<file path="src/rtl/bfly_eject_port.sv">
// Ejection port of the 64-port butterfly: store-and-forward packet reassembly with whole-packet drop.
// Optional destination check enabled by defining BFLY_EJECT_DEST_CHK_EN.
module bfly_eject_port #(
    parameter int CHANNEL_WIDTH = 18,
    parameter int DEPTH         = 16,
    parameter int PORT_ID       = 0,
    parameter int CNT_WIDTH     = 16,
    localparam int DW           = CHANNEL_WIDTH - 3
) (
    input  logic                 clk,
    input  logic                 rst_n,
    input  logic [CHANNEL_WIDTH-1:0] in_ch,
    output logic                 out_valid,
    input  logic                 out_ready,
    output logic                 out_sop,
    output logic                 out_eop,
    output logic [DW-1:0]        out_data,
    output logic [CNT_WIDTH-1:0] pkt_cnt,
    output logic [CNT_WIDTH-1:0] drop_cnt,
    output logic                 err_orphan,
    output logic                 err_abort,
    output logic                 err_misroute
);
    localparam int AW = $clog2(DEPTH);
    localparam int PW = AW + 1;

    typedef enum logic [1:0] {IDLE, RECV, DROP} state_t;

    state_t          state, state_n;
    logic [PW-1:0]   wr_ptr, commit_ptr, rd_ptr, base;
    logic [DW+1:0]   mem [DEPTH];
    logic [DW+1:0]   entry;

    logic            f_valid, f_head, f_tail, dest_bad;
    logic [DW-1:0]   f_data;
    logic            wr_en, wr_sop, do_commit, do_head;
    logic            orphan, abort, misroute;
    logic [1:0]      drop_inc;
    logic [CNT_WIDTH:0] drop_sum;

    assign f_valid = in_ch[CHANNEL_WIDTH-1];
    assign f_head  = in_ch[CHANNEL_WIDTH-2];
    assign f_tail  = in_ch[CHANNEL_WIDTH-3];
    assign f_data  = in_ch[DW-1:0];

`ifdef BFLY_EJECT_DEST_CHK_EN
    assign dest_bad = (f_data[DW-1 -: 6] != 6'(PORT_ID));
`else
    assign dest_bad = 1'b0;
`endif

    assign entry     = mem[rd_ptr[AW-1:0]];
    assign out_valid = (rd_ptr != commit_ptr);
    assign out_sop   = out_valid & entry[DW+1];
    assign out_eop   = out_valid & entry[DW];
    assign out_data  = out_valid ? entry[DW-1:0] : '0;

    // base is the write pointer after any rollback this cycle; fullness is judged from it
    always_comb begin
        base      = wr_ptr;
        wr_en     = 1'b0;
        wr_sop    = 1'b0;
        do_commit = 1'b0;
        do_head   = 1'b0;
        orphan    = 1'b0;
        abort     = 1'b0;
        misroute  = 1'b0;
        drop_inc  = 2'd0;
        state_n   = state;
        if (f_valid) begin
            case (state)
                IDLE: begin
                    if (f_head) do_head = 1'b1;
                    else        orphan  = 1'b1;
                end
                RECV: begin
                    if (f_head) begin
                        base     = commit_ptr;
                        abort    = 1'b1;
                        drop_inc = 2'd1;
                        do_head  = 1'b1;
                    end else if (wr_ptr - rd_ptr == PW'(DEPTH)) begin
                        base     = commit_ptr;
                        drop_inc = 2'd1;
                        state_n  = f_tail ? IDLE : DROP;
                    end else begin
                        wr_en = 1'b1;
                        if (f_tail) begin
                            do_commit = 1'b1;
                            state_n   = IDLE;
                        end
                    end
                end
                DROP: begin
                    if (f_head)      do_head = 1'b1;
                    else if (f_tail) state_n = IDLE;
                end
                default: state_n = IDLE;
            endcase
        end
        if (do_head) begin
            if (dest_bad) begin
                misroute = 1'b1;
                drop_inc = drop_inc + 2'd1;
                state_n  = f_tail ? IDLE : DROP;
            end else if (base - rd_ptr == PW'(DEPTH)) begin
                drop_inc = drop_inc + 2'd1;
                state_n  = f_tail ? IDLE : DROP;
            end else begin
                wr_en     = 1'b1;
                wr_sop    = 1'b1;
                do_commit = f_tail;
                state_n   = f_tail ? IDLE : RECV;
            end
        end
    end

    assign drop_sum = {1'b0, drop_cnt} + (CNT_WIDTH+1)'(drop_inc);

    always_ff @(posedge clk) begin
        if (wr_en) mem[base[AW-1:0]] <= {wr_sop, f_tail, f_data};
    end

    always_ff @(posedge clk or negedge rst_n) begin
        if (!rst_n) begin
            state        <= IDLE;
            wr_ptr       <= '0;
            commit_ptr   <= '0;
            rd_ptr       <= '0;
            pkt_cnt      <= '0;
            drop_cnt     <= '0;
            err_orphan   <= 1'b0;
            err_abort    <= 1'b0;
            err_misroute <= 1'b0;
        end else begin
            state        <= state_n;
            wr_ptr       <= wr_en ? base + PW'(1) : base;
            err_orphan   <= orphan;
            err_abort    <= abort;
            err_misroute <= misroute;
            if (do_commit) begin
                commit_ptr <= base + PW'(1);
                if (pkt_cnt != '1) pkt_cnt <= pkt_cnt + 1'b1;
            end
            if (out_valid && out_ready) rd_ptr <= rd_ptr + PW'(1);
            drop_cnt <= drop_sum[CNT_WIDTH] ? '1 : drop_sum[CNT_WIDTH-1:0];
        end
    end
endmodule
</file>
<file path="config.mk">
export PLATFORM = sky130hd
export DESIGN_NAME = bfly_eject_port
export DESIGN_NICKNAME = d
export VERILOG_FILES = /design/src/rtl/bfly_eject_port.sv
export SDC_FILE = /design/constraint.sdc
export NUM_CORES = 1
export LEC_CHECK = 0
export CAP_MARGIN = 25
export CORE_MARGIN = 10
export CORE_UTILIZATION = 60
export DETAILED_ROUTE_END_ITERATION = 16
export PLACE_DENSITY_LB_ADDON = 0.15
export SYNTH_ARGS = -nofsm -noshare
export SYNTH_HDL_FRONTEND = slang
export SYNTH_SLANG_ARGS = --single-unit
export TNS_END_PERCENT = 100
</file>
<file path="constraint.sdc">
create_clock -name clk -period 7.7 [get_ports clk]
set_input_delay 1.54 -clock clk [delete_from_list [all_inputs] [get_ports clk]]
set_output_delay 1.54 -clock clk [all_outputs]
set_load 0.1 [all_outputs]
</file>
### After elaboration in Yosys (flattened, before gate mapping)

Memories as Yosys holds them, arrays and structs flattened.
Cells that the tools add are included.

| cells by class | value |
|---|---|
| add/sub/neg operators | 7 |
| equal/unequal tests | 9 |
| multiplexer cells | 48 |
| bitwise gates (word level) | 2 |
| reductions and logical operators | 6 |

Operators with widths:

| cell | number |
|---|---|
| 1-bit two-way mux | 29 |
| 5-bit two-way mux | 5 |
| 2-bit two-way mux | 11 |
| 16-bit by 2-bit adder with 17-bit output | 1 |
| 16-bit by 1-bit adder with 16-bit output, second input constant | 1 |
| 16-bit two-way mux | 1 |
| 16-bit inequality test, second input constant | 1 |
| 15-bit two-way mux | 1 |
| 5-bit by 1-bit adder with 5-bit output, second input constant | 2 |
| 5-bit equality test, second input constant | 2 |
| 5-bit subtractor | 2 |
| 3-bit inequality test, second input constant | 2 |
| 2-bit case mux with 3 select lines | 1 |
| 5-bit inequality test | 1 |
| 4-bit AND reduction | 1 |
| 3-bit OR reduction | 1 |
| 2-bit by 1-bit adder with 2-bit output, second input constant | 1 |
| 1-bit bitwise AND | 2 |
| 2-bit by 1-bit equality test with 1-bit output, second input constant | 1 |
| 2-bit equality test, second input constant | 1 |
| 2-bit logical NOT | 1 |
| 2-bit inequality test, second input constant | 1 |
| 2-bit AND reduction | 1 |
| 2-bit nonzero test | 1 |
| 1-bit logical AND | 1 |

| storage, ports and cells | value |
|---|---|
| flip-flop bits (word level) | 51 |
| RAM bits | 272 |
| input bits | 21 |
| output and inout bits | 53 |
| word-level logic and storage cells | 81 |
| memories kept | 1 |

Memories:

| memory | words | bits a word | rd ports | clocked after memory_dff | wr ports | RTL line | source |
|---|---|---|---|---|---|---|---|
| mem | 16 | 17 | 1 | 0 | 1 | 31 | `logic [DW+1:0] mem [DEPTH];` |

### Longest topological paths before layout

Gate-level depths: netlist of run 1.

| depth | value |
|---|---|
| depth in word-level cells | 12 |
| depth in mapped cells | 31 |
| depth with buffers taken out | 27 |

### Worst setup path before layout of run 1

OpenSTA, ideal clock, no wires.

| timing | value |
|---|---|
| path type | register to register |
| start | register rd_ptr[3] |
| end | register drop_cnt[9] |
| library setup time | 0.068 ns |
| data arrival time | 6.851 ns |
| required time | 7.632 ns |
| setup slack | 0.780 ns |
| cell stages (with the launch flop) | 31 |
| path buffers | 5 |
| period minus slack after synthesis | 6.920 ns |
| path through | dfrtp_1 inv_2 buf_1 ha_1 nor2_1 xnor2_1 or4_1 clkbuf_1 o211a_1 clkbuf_1 inv_1 buf_2 ha_1 o21a_1 o31a_1 o221a_2 a221o_1 and3_1 ha_1 nand2_1 o21ai_0 ha_1 inv_1 fa_1 nor2_1 nand3_1 nor3_1 and3_1 nand3_1 clkbuf_1 nand2_1 |

| on the way | value |
|---|---|
| word-level cells in the longest chain between the ends | 12 |
| elaborated cells between the ends (all ways) | 17 |
| those cells by class | add/sub (4); eq/ne (2); mux (11) |

Ends and longest elaborated chain:

| element | RTL line | source |
|---|---|---|
| from (decl) | 30 | `logic [PW-1:0] wr_ptr, commit_ptr, rd_ptr, base;` |
| from (signal assigned) | 145 | `if (out_valid && out_ready) rd_ptr <= rd_ptr + PW'(1);` |
| 5-bit subtractor | 82 | `end else if (wr_ptr - rd_ptr == PW'(DEPTH)) begin` |
| 5-bit equality test | 82 |  |
| 5-bit two-way mux | 82 |  |
| 5-bit two-way mux | 77 | `if (f_head) begin` |
| 5-bit two-way mux | 71 | `case (state)` |
| 5-bit two-way mux | 70 | `if (f_valid) begin` |
| 5-bit subtractor | 106 | `end else if (base - rd_ptr == PW'(DEPTH)) begin` |
| 5-bit equality test | 106 |  |
| 2-bit two-way mux | 106 |  |
| 2-bit two-way mux (*) | 101 | `if (do_head) begin` |
| 16-bit by 2-bit adder with 17-bit output (*) | 118 | `assign drop_sum = {1'b0, drop_cnt} + (CNT_WIDTH+1)'(drop_inc);` |
| 16-bit two-way mux (*) | 146 | `drop_cnt <= drop_sum[CNT_WIDTH] ? '1 : drop_sum[CNT_WIDTH-1:0];` |
| to (signal assigned) | 146 |  |
| to (decl) | 19 | `output logic [CNT_WIDTH-1:0] drop_cnt,` |

Mark *: on every way between the ends. The rest lies on a longest branch, timed or not.
A chain may end at the register's enable or synchronous reset.

### Worst setup path in the final report of run 1

| timing | value |
|---|---|
| start | input in_ch[16] |
| end | register drop_cnt[0] |

| on the way | value |
|---|---|
| word-level cells in the longest chain between the ends | 9 |
| elaborated cells between the ends (all ways) | 16 |
| those cells by class | add/sub (3); eq/ne (1); mux (12) |

Ends and longest elaborated chain:

| element | RTL line | source |
|---|---|---|
| from (decl) | 12 | `input logic [CHANNEL_WIDTH-1:0] in_ch,` |
| 5-bit two-way mux | 77 |  |
| 5-bit two-way mux | 71 |  |
| 5-bit two-way mux | 70 |  |
| 5-bit subtractor | 106 |  |
| 5-bit equality test | 106 |  |
| 2-bit two-way mux | 106 |  |
| 2-bit two-way mux (*) | 101 |  |
| 16-bit by 2-bit adder with 17-bit output (*) | 118 |  |
| 16-bit two-way mux (*) | 146 |  |

Marked as above.

==> results of run 1 <==
## synthesized netlist by cell type, drive strengths merged, types with 2 or more instances
cell type	n	share of area, %
edfxtp	272	60
mux4	85	14
dfrtp	51	9.3
nand2	34	0.93
xnor2	33	2.1
nor2b	25	1.1
inv	24	0.66
ha	21	1.9
o21ai	21	0.80
nand3	20	0.73
clkbuf	18	0.49
nor2	17	0.59
buf	16	0.55
xor2	13	0.89
a21oi	10	0.37
nor3	10	0.37
nor4b	8	0.88
and3	7	0.32
and4	7	0.45
mux2	7	0.58
nand4	7	0.32
nor4	6	0.27
mux2i	5	0.37
nor3b	3	0.16
o211ai	3	0.16
o21a	3	0.16
o41ai	3	0.19
and2	2	0.092
o2111ai	2	0.13
or2	2	0.092
or3	2	0.092
## power by group through the flow
| stage | Sequential (mW) | Clock [mW] | Combinational (mW) |
|---|---|---|---|
| 5_1_grt | 2.18 | 1.61 | 3.11 |
| 6_report | 2.17 | 1.52 | 2.93 |
| 3_3_place_gp | 2.19 | 0 | 2.88 |
| 2_1_floorplan | 2.34 | 0 | 2.06 |
| 3_5_place_dp | 2.20 | 0 | 2.94 |
| 4_1_cts | 2.17 | 1.54 | 2.96 |
## cells by family (layout without fill, tap and decap cells)
kind of cell,Yosys count,after routing,share of synthesized area (%)
DFF,323,323,69.13
AOI/OAI and AO/OA,51,51,2.501
and+or+nand+nor,153,153,6.604
other,1,1,0.02745
adders and majority gates,22,22,2.070
buffers and inverters,58,182,1.704
muxes,97,97,14.96
xor gates and xnor gates,46,46,3.004
## metrics by stage
step	setup slack, ps	cells	utilization (%)
6_report	812.9	1160	70.78
2_1_floorplan	780.4	751	-
4_1_cts	819.7	1160	70.78
3_5_place_dp	302.5	1103	66.18
3_3_place_gp	554.8	1103	66.18
5_1_grt	251.1	1160	70.78
## registers in the layout (all words and copies together), names as in the netlist
register	cells
pkt_cnt	16
mem	272
err_orphan	1
drop_cnt	16
err_abort	1
rd_ptr	5
wr_ptr	5
state	2
commit_ptr	5
## cell type report
type	count	area share (%)
Clock buffer	42	5.507
Inverter	24	0.5656
Timing Repair Buffer	101	5.860
Clock inverter	15	0.9898
Multi-Input combinational cell	370	25.51
Sequential cell	323	59.32
Tap cell	285	2.239
## path summary, 6_finish.rpt
path | startpoint | to | slack (ps) | cells after the start
min in group asynchronous | rst_n | pkt_cnt[4] | 1100 | 2
setup / recovery | in_ch[16] | drop_cnt[0] | 810 | 23
max in group asynchronous | rst_n | rd_ptr[0] | 6080 | 2
hold reg to reg | pkt_cnt[9] | pkt_cnt[9] | 520 | 1
setup reg to reg | rd_ptr[3] | drop_cnt[0] | 960 | 26
hold / removal | pkt_cnt[9] | pkt_cnt[9] | 520 | 1
## layer usage
metal / up-vias / wire (um)
met2: 272 / 15400
met5: - / 0
met1: 3809 / 11480
met3: 48 / 2104
met4: 0 / 599
li1: 3175 / -
==> impl_metrics.yaml, run 1 <==
sta:
  min_period_ps: 6887
  setup_viol: 0
  skew_ps: 8.782
  fin_tns_setup_ps: 0
  hold_ws_ps: 519.0
  rsz0062_at_grt: "false"
  slew_violations: 0
  max_clock_freq_ghz: 0.1452
  slew_headroom_pct: 31.34
  max_slew.worst_pin.slew_ps: 1030
  period_share_pct: 89.44
  hold_viol: 0
setup_path:
  crit_path_end_kind: "flop"
  required_ps: 8170
  critical_path_class: "primary input to flop"
  arrival_ps: 7360
  worst_path_largest_cell_delay_ps: 590
  critPathTopFamily: "simple AND/OR/NAND/NOR gates"
  crit_slowest_cell: "o21ai_1"
  crit_buf_inv: 3
  worstSetupStartpointType: "primary input"
  cpMostUsedCell: "ha_1"
  crit_fanout: 13
  crit_chain: "clkdlybuf4s50_1 > o21ai_1 > nor2_1 > a21oi_1 > inv_1 > ha_1 > nor2b_1 > o31a_1 > o221a_2 > a221o_1 > and3_1 > ha_1 > nand2_1 > o21ai_0 > ha_1 > inv_1 > fa_1 > nor2_1 > nand3_1 > nor3_1 > and3_1 > nand3_1 > nand2b_1"
floorplan:
  core_um2: 22500
  dieArea_um2: 29200
  num_io_pins: 74
  start_util_pct: 60.71
  die_w_um: 170.9
  die_height_um: 170.9
  floorplan.rows: 55
grt:
  grt_remaining_overflow: 0
  grt_pass1_vias: 7830
  track_usage_pct: 20.88
  grt_pass1_wl_um: 46330
  top_usage_layer: "met2"
  met2_usage_pct: 35.55
  grt_use_met1_pct: 27.16
  grt_max_degree: 72
  grt_antenna_before_repair: 0
  grtUsageMet3_pct: 3.687
power:
  switchingPower_mw: 2.633
  p_total_mw: 6.613
  p_int_mw: 3.981
  clkPwrFrac_pct: 22.9
  p_sw_share_pct: 39.81
  combinationalPowerShare_pct: 44.3
  cellPowerDensity_nw_per_um2: 415.2
  peakVddDrop_mv: 0.2820
  p_leak_nw: 5.487
  p_seq_share_pct: 32.8
cells_and_area:
  syn2layout_area_growth_pct: 16.60
  layout_common_cells: "edfxtp_1 (272), mux4_2 (85), clkdlybuf4s50_1 (71)"
  seq_area_um2: 9449
  nets: 894
  fillers: 1369
  multi_input_area_um2: 4064
  antenna_cells: 0
  drive_gt1_share_pct: 22.06
  layout_commonest_cell: "edfxtp_1"
  final_area_um2: 15930
drt:
  drtAntennaViolNets: 0
  drt_wl_total_um: 29580
  post-route-drc-count: 0
  vias_per_cell: 6.297
  drtIter0Drc: 507
  dr.pass1.iters: 5
  routedWlPerCell_um: 25.50
  vias: 7304
clock_tree:
  cts.sinks: 323
  worst_skew_pair.late_latency_ps: 550
  postCtsResizedCells: 0
  path_clk_slew_ps: 60
  numCtsBuffers: 31
  cts_hold_buf: 0
  ctsHtreeMaxLevel: 1
  cts_tree: "done"
  cts_root_buffer: "clkbuf_16"
  cts_setup_buffers: 0
  clk_path_buf_depth: 3
synth:
  syn-num-nets: 794
  ys_seq_area_share_pct: 69.13
  syn_inst: 751
  synth_edf_count: 272
  yosys_warnings: 0
  ys_ff_latch: 323
  synth_flop_cell: "edfxtp_1"
  synthDistinctLibCells: 52
  syn_area_per_cell_um2: 18.19
  synthArstFlopShare_pct: 15.79
  syn-cell-area_um2: 13660
place:
  place.gp.congestion: 0.8466
  hpwl_um: 17140
  portBuffers: 72
  post_dp_cell_area_um2: 14890
worst_hold_path:
  hold_path.class: "flop to flop"
flow_run:
  drv_cap: 0
outcome:
  status: "finished clean"
Power figures use the tool's default switching activity.
==> run 2: changes to the inputs <==
CAP_MARGIN = 20   (was 25)
==> results of run 2 <==
No change in the layout: final DEF, timing and power equal those of run 1.
==> patch 1 (config.mk and constraints of run 2) <==
The option `BFLY_EJECT_DEST_CHK_EN` is turned on by a define.
--- a/src/rtl/bfly_eject_port.sv
+++ b/src/rtl/bfly_eject_port.sv
@@ -1,5 +1,7 @@
 // Ejection port of the 64-port butterfly: store-and-forward packet reassembly with whole-packet drop.
 // Optional destination check enabled by defining BFLY_EJECT_DEST_CHK_EN.
+`define BFLY_EJECT_DEST_CHK_EN
+
 module bfly_eject_port #(
     parameter int CHANNEL_WIDTH = 18,
     parameter int DEPTH         = 16,
Behaviour: not the same (a bounded check fails within 4 cycles, from zero or initial values and one cycle with rst_n low).
==> patch 1 against run 2 <==
Synthesized area decreased by 0.27%; total power decreased by 11%; sequential cell count increased by 1; sequential share of layout area increased by 0.57 points; setup slack got worse by 140 ps; register-to-register slack got worse by 290 ps; count of clock-buffer cells in the layout increased by 1; first-iteration DRC count increased by 14%; combinational power decreased by 21%; final area decreased by 0.69%; synthesized cell count decreased by 1.7%; routed wire length decreased by 1.9%; critical endpoint is now drop_cnt[5]; largest cell class unchanged; largest power group unchanged.
==> patch 1: results (changes against run 2) <==
Met1 Usage GRT -> 27.2% (about the same)
HP Start -> pkt_cnt[8]
Reg2Reg Setup Slack -> 670 ps (-290 ps)
Dpl cell area -> 14,700 um2 (-0.98%)
Max layer used -> met5
R2R cell count -> 27 (+3.8%)
Hold Slack -> 488 ps (-30.8 ps)
Run status -> complete, no violations
Gpl congestion -> 0.827 (-2.3%)
Dpl hpwl -> 16.7 mm (-2.3%)
First-pass GRT wire length -> 44.8 mm (-3.4%)
Clk pwr share -> 26.4% (+3.5 points)
Critical path peak fanout -> 20 (+7)
H-tree levels -> 2 (+1)
Inst Count DP -> 1,090 (-1.2%)
Sequential area share after synthesis -> 69.5% (+0.37 points)
Synth cell types -> 59 (+13%)
Max rail drop VDD -> 0.287 mV (+1.8%)
Cell count after synthesis -> 738 (-1.7%)
Finished Layout Cells -> 1,150 (-0.86%)
Metal3 WL -> 2.23 mm (+5.8%)
Vias in the first global route -> 7,534 (-3.8%)
WHS Endpoint -> pkt_cnt[8]
CP max-delay cell -> dfrtp_4
Num CTS Buffers -> 34 (+9.7%)
Post-synth top cells -> edfxtp_1, mux4_2, dfrtp_1, nand2_1, xnor2_1
Reg-to-reg startpoint -> rd_ptr[0]
Initial antenna violation count -> 1 (+1)
Ratio of cells with drive above 1 in the final layout -> 22.2% (+0.14 points)
Post-Route WL -> 29.0 mm (-1.9%)
Int Power -> 3.69 mW (-7.4%)
Met2 GRT Util -> 33.4% (-2.2 points)
Clk Latency, worst-skew pair -> 510 ps (-40 ps)
1st-pass router iterations -> 7 (+2)
Worst-Margin Slew -> 1040 ps (+5.40 ps)
Leakage -> 5.51 nW (+0.36%)
Final setup skew -> 13.3 ps (+4.56 ps)
Starting DRT DRC Count -> 580 (+14%)
Post-placement setup slack -> 361 ps (+58.7 ps)
Seq. pwr -> 2.03 mW (-6%)
Nets@finish -> 885 (-1.0%)
Input/output buffers -> 73 (+1.4%)
Crit-path max cell delay -> 680 ps (+90 ps)
Synthesized net count -> 781 (-1.6%)
GR Util met3 -> 4.77% (+1.1 points)
[patch 1: worst max-delay path by stage]
stage,start,slack (ps),end,cells past startpoint
after floorplan,rd_ptr[3],840,drop_cnt[13],32
after global placement,in_ch[17],660,drop_cnt[5],25
after detailed placement,in_ch[17],360,drop_cnt[5],25
after CTS,rd_ptr[0],650,drop_cnt[5],27
after global routing,rd_ptr[0],80,drop_cnt[5],27
final,rd_ptr[0],670,drop_cnt[5],27
[patch 1: cell type report]
class | instances | area (um2)
clock buffer | 43 | 906
timing repair buffer | 97 | 918
tap | 285 | 357
sequential | 324 | 9470
fill | 1444 | 6690
multi-input combinational | 368 | 3950
clock inverter | 16 | 145
inverter | 17 | 63.8
[patch 1: cell families after synthesis]
group / after synthesis / synth area share, %
and+or+nand+nor: 172 / 6.78
xor gates and xnor gates: 44 / 2.88
AOI/OAI and AO/OA: 31 / 1.91
muxes: 99 / 15.3
buffers and inverters: 46 / 1.59
adders and majority gates: 22 / 2.08
DFF: 324 / 69.5
==> patch 2 (flow settings as in run 2) <==
Made on the original files. The 3 states of `state_t` get a one-hot encoding in 3 bits.
--- a/src/rtl/bfly_eject_port.sv
+++ b/src/rtl/bfly_eject_port.sv
@@ -24,7 +24,7 @@
     localparam int AW = $clog2(DEPTH);
     localparam int PW = AW + 1;
 
-    typedef enum logic [1:0] {IDLE, RECV, DROP} state_t;
+    typedef enum logic [2:0] {IDLE = 3'b001, RECV = 3'b010, DROP = 3'b100} state_t;
 
     state_t          state, state_n;
     logic [PW-1:0]   wr_ptr, commit_ptr, rd_ptr, base;
Function: same outputs for any inputs over 4 cycles, from zero or initial values and one cycle with rst_n low; so few cycles prove little.
==> patch 2 against run 2 <==
Routed wire length fell by 5.8%; total power fell by 5.5%; sequential cell count grew 1; final area is 2.0% lower; setup slack better by 23 ps; clock skew down 0.93 ps; synthesized area fell by 1.8%; highest routed layer unchanged.
==> patch 2: results (changes against run 2) <==
Initial antenna violation count -> 0 (unchanged)
Sequential cell area share -> 60.7% (+1.4 points)
Max rail drop VDD -> 0.261 mV (-7.3%)
Sequential area share after synthesis -> 70.6% (+1.4 points)
Inst Count DP -> 1,074 (-2.6%)
HP Start -> pkt_cnt[7]
Worst-Margin Slew -> 1030 ps (-1.78 ps)
Nets@finish -> 866 (-3.1%)
Reg-to-reg startpoint -> rd_ptr[0]
Starting DRT DRC Count -> 592 (+17%)
Finished Layout Cells -> 1,131 (-2.5%)
Filler cells -> 1,334 (-2.6%)
Syn avg cell area -> 18.5 um2 (+1.6%)
Dpl hpwl -> 16.1 mm (-6.2%)
Int Power -> 3.87 mW (-2.7%)
Run status -> complete, no violations
Synth top area cells -> edfxtp_1, mux4_2, dfrtp_1
Clock network area share -> 6.80% (+0.31 points)
Worst setup startpoint -> in_ch[17]
Nonclk buf count -> 97 (-4.0%)
Post-placement setup slack -> 332 ps (+29.6 ps)
Multi-input logic area -> 3750 um2 (-7.6%)
Leakage -> 5.46 nW (-0.52%)
#FFs+latches synth -> 324 (+0.31%)
Seq pwr share -> 34.5% (+1.7 points)
DR vias/cell -> 6.19 (-1.7%)
CP Capture Point -> drop_cnt[5]
All-Layer GR Usage -> 19.6% (-1.3 points)
Reg2Reg Setup Slack -> 870 ps (-90 ps)
Crit-path max cell delay -> 560 ps (-30 ps)
Final core occ -> 71.3% (+0.54 points)
1st-pass router iterations -> 6 (+1)
Hold Slack -> 495 ps (-24.5 ps)
Vias in the first global route -> 7,487 (-4.4%)
Well Taps -> 280 (-1.8%)
Dpl cell area -> 14,600 um2 (-2.3%)
R2R cell count -> 25 (-3.8%)
CP max-delay cell -> clkdlybuf4s50_1
Clock network power -> 1.56 mW (+3%)
Inverters -> 18 (-25%)
Worst Path Arrival -> 7330 ps (-30 ps)
Final setup skew -> 7.85 ps (-0.935 ps)
DR WL/cell -> 24.6 um (-3.4%)
Non-clock buffer share -> 5.79% (-0.074 points)
Multi-In Gates -> 355 (-4.1%)
-- patch 2: cell types whose count changed in the layout (fill, tap and decap cells not counted), sizes merged, moves of 6 or more --
cell	delta
and2	+14
xnor2	-14
xor2	+13
nand3	-8
inv	-7
o21ai	-6
-- patch 2: metal layers --
metal | global-route usage [%] | routed length [um]
met2 | 32.6 | 14100
met3 | 3.66 | 2030
met1 | 26.4 | 11100
met5 | 0 | 0
met4 | 5.10 | 583
-- patch 2: cells by family (layout without fill, tap and decap cells) --
logic type               after synthesis  in the layout  share of synthesized area, %
XOR/XNOR                              45             45                          2.94
multiplexers                          95             95                          15.1
adder cells (fa/ha/maj)               18             18                          1.73
AND/OR/NAND/NOR                      157            157                          6.27
flip-flops                           324            324                          70.6
AO/OA/AOI/OAI                         39             39                          1.90
buffers and inverters                 47            172                          1.50
other                                  1              1                        0.0279
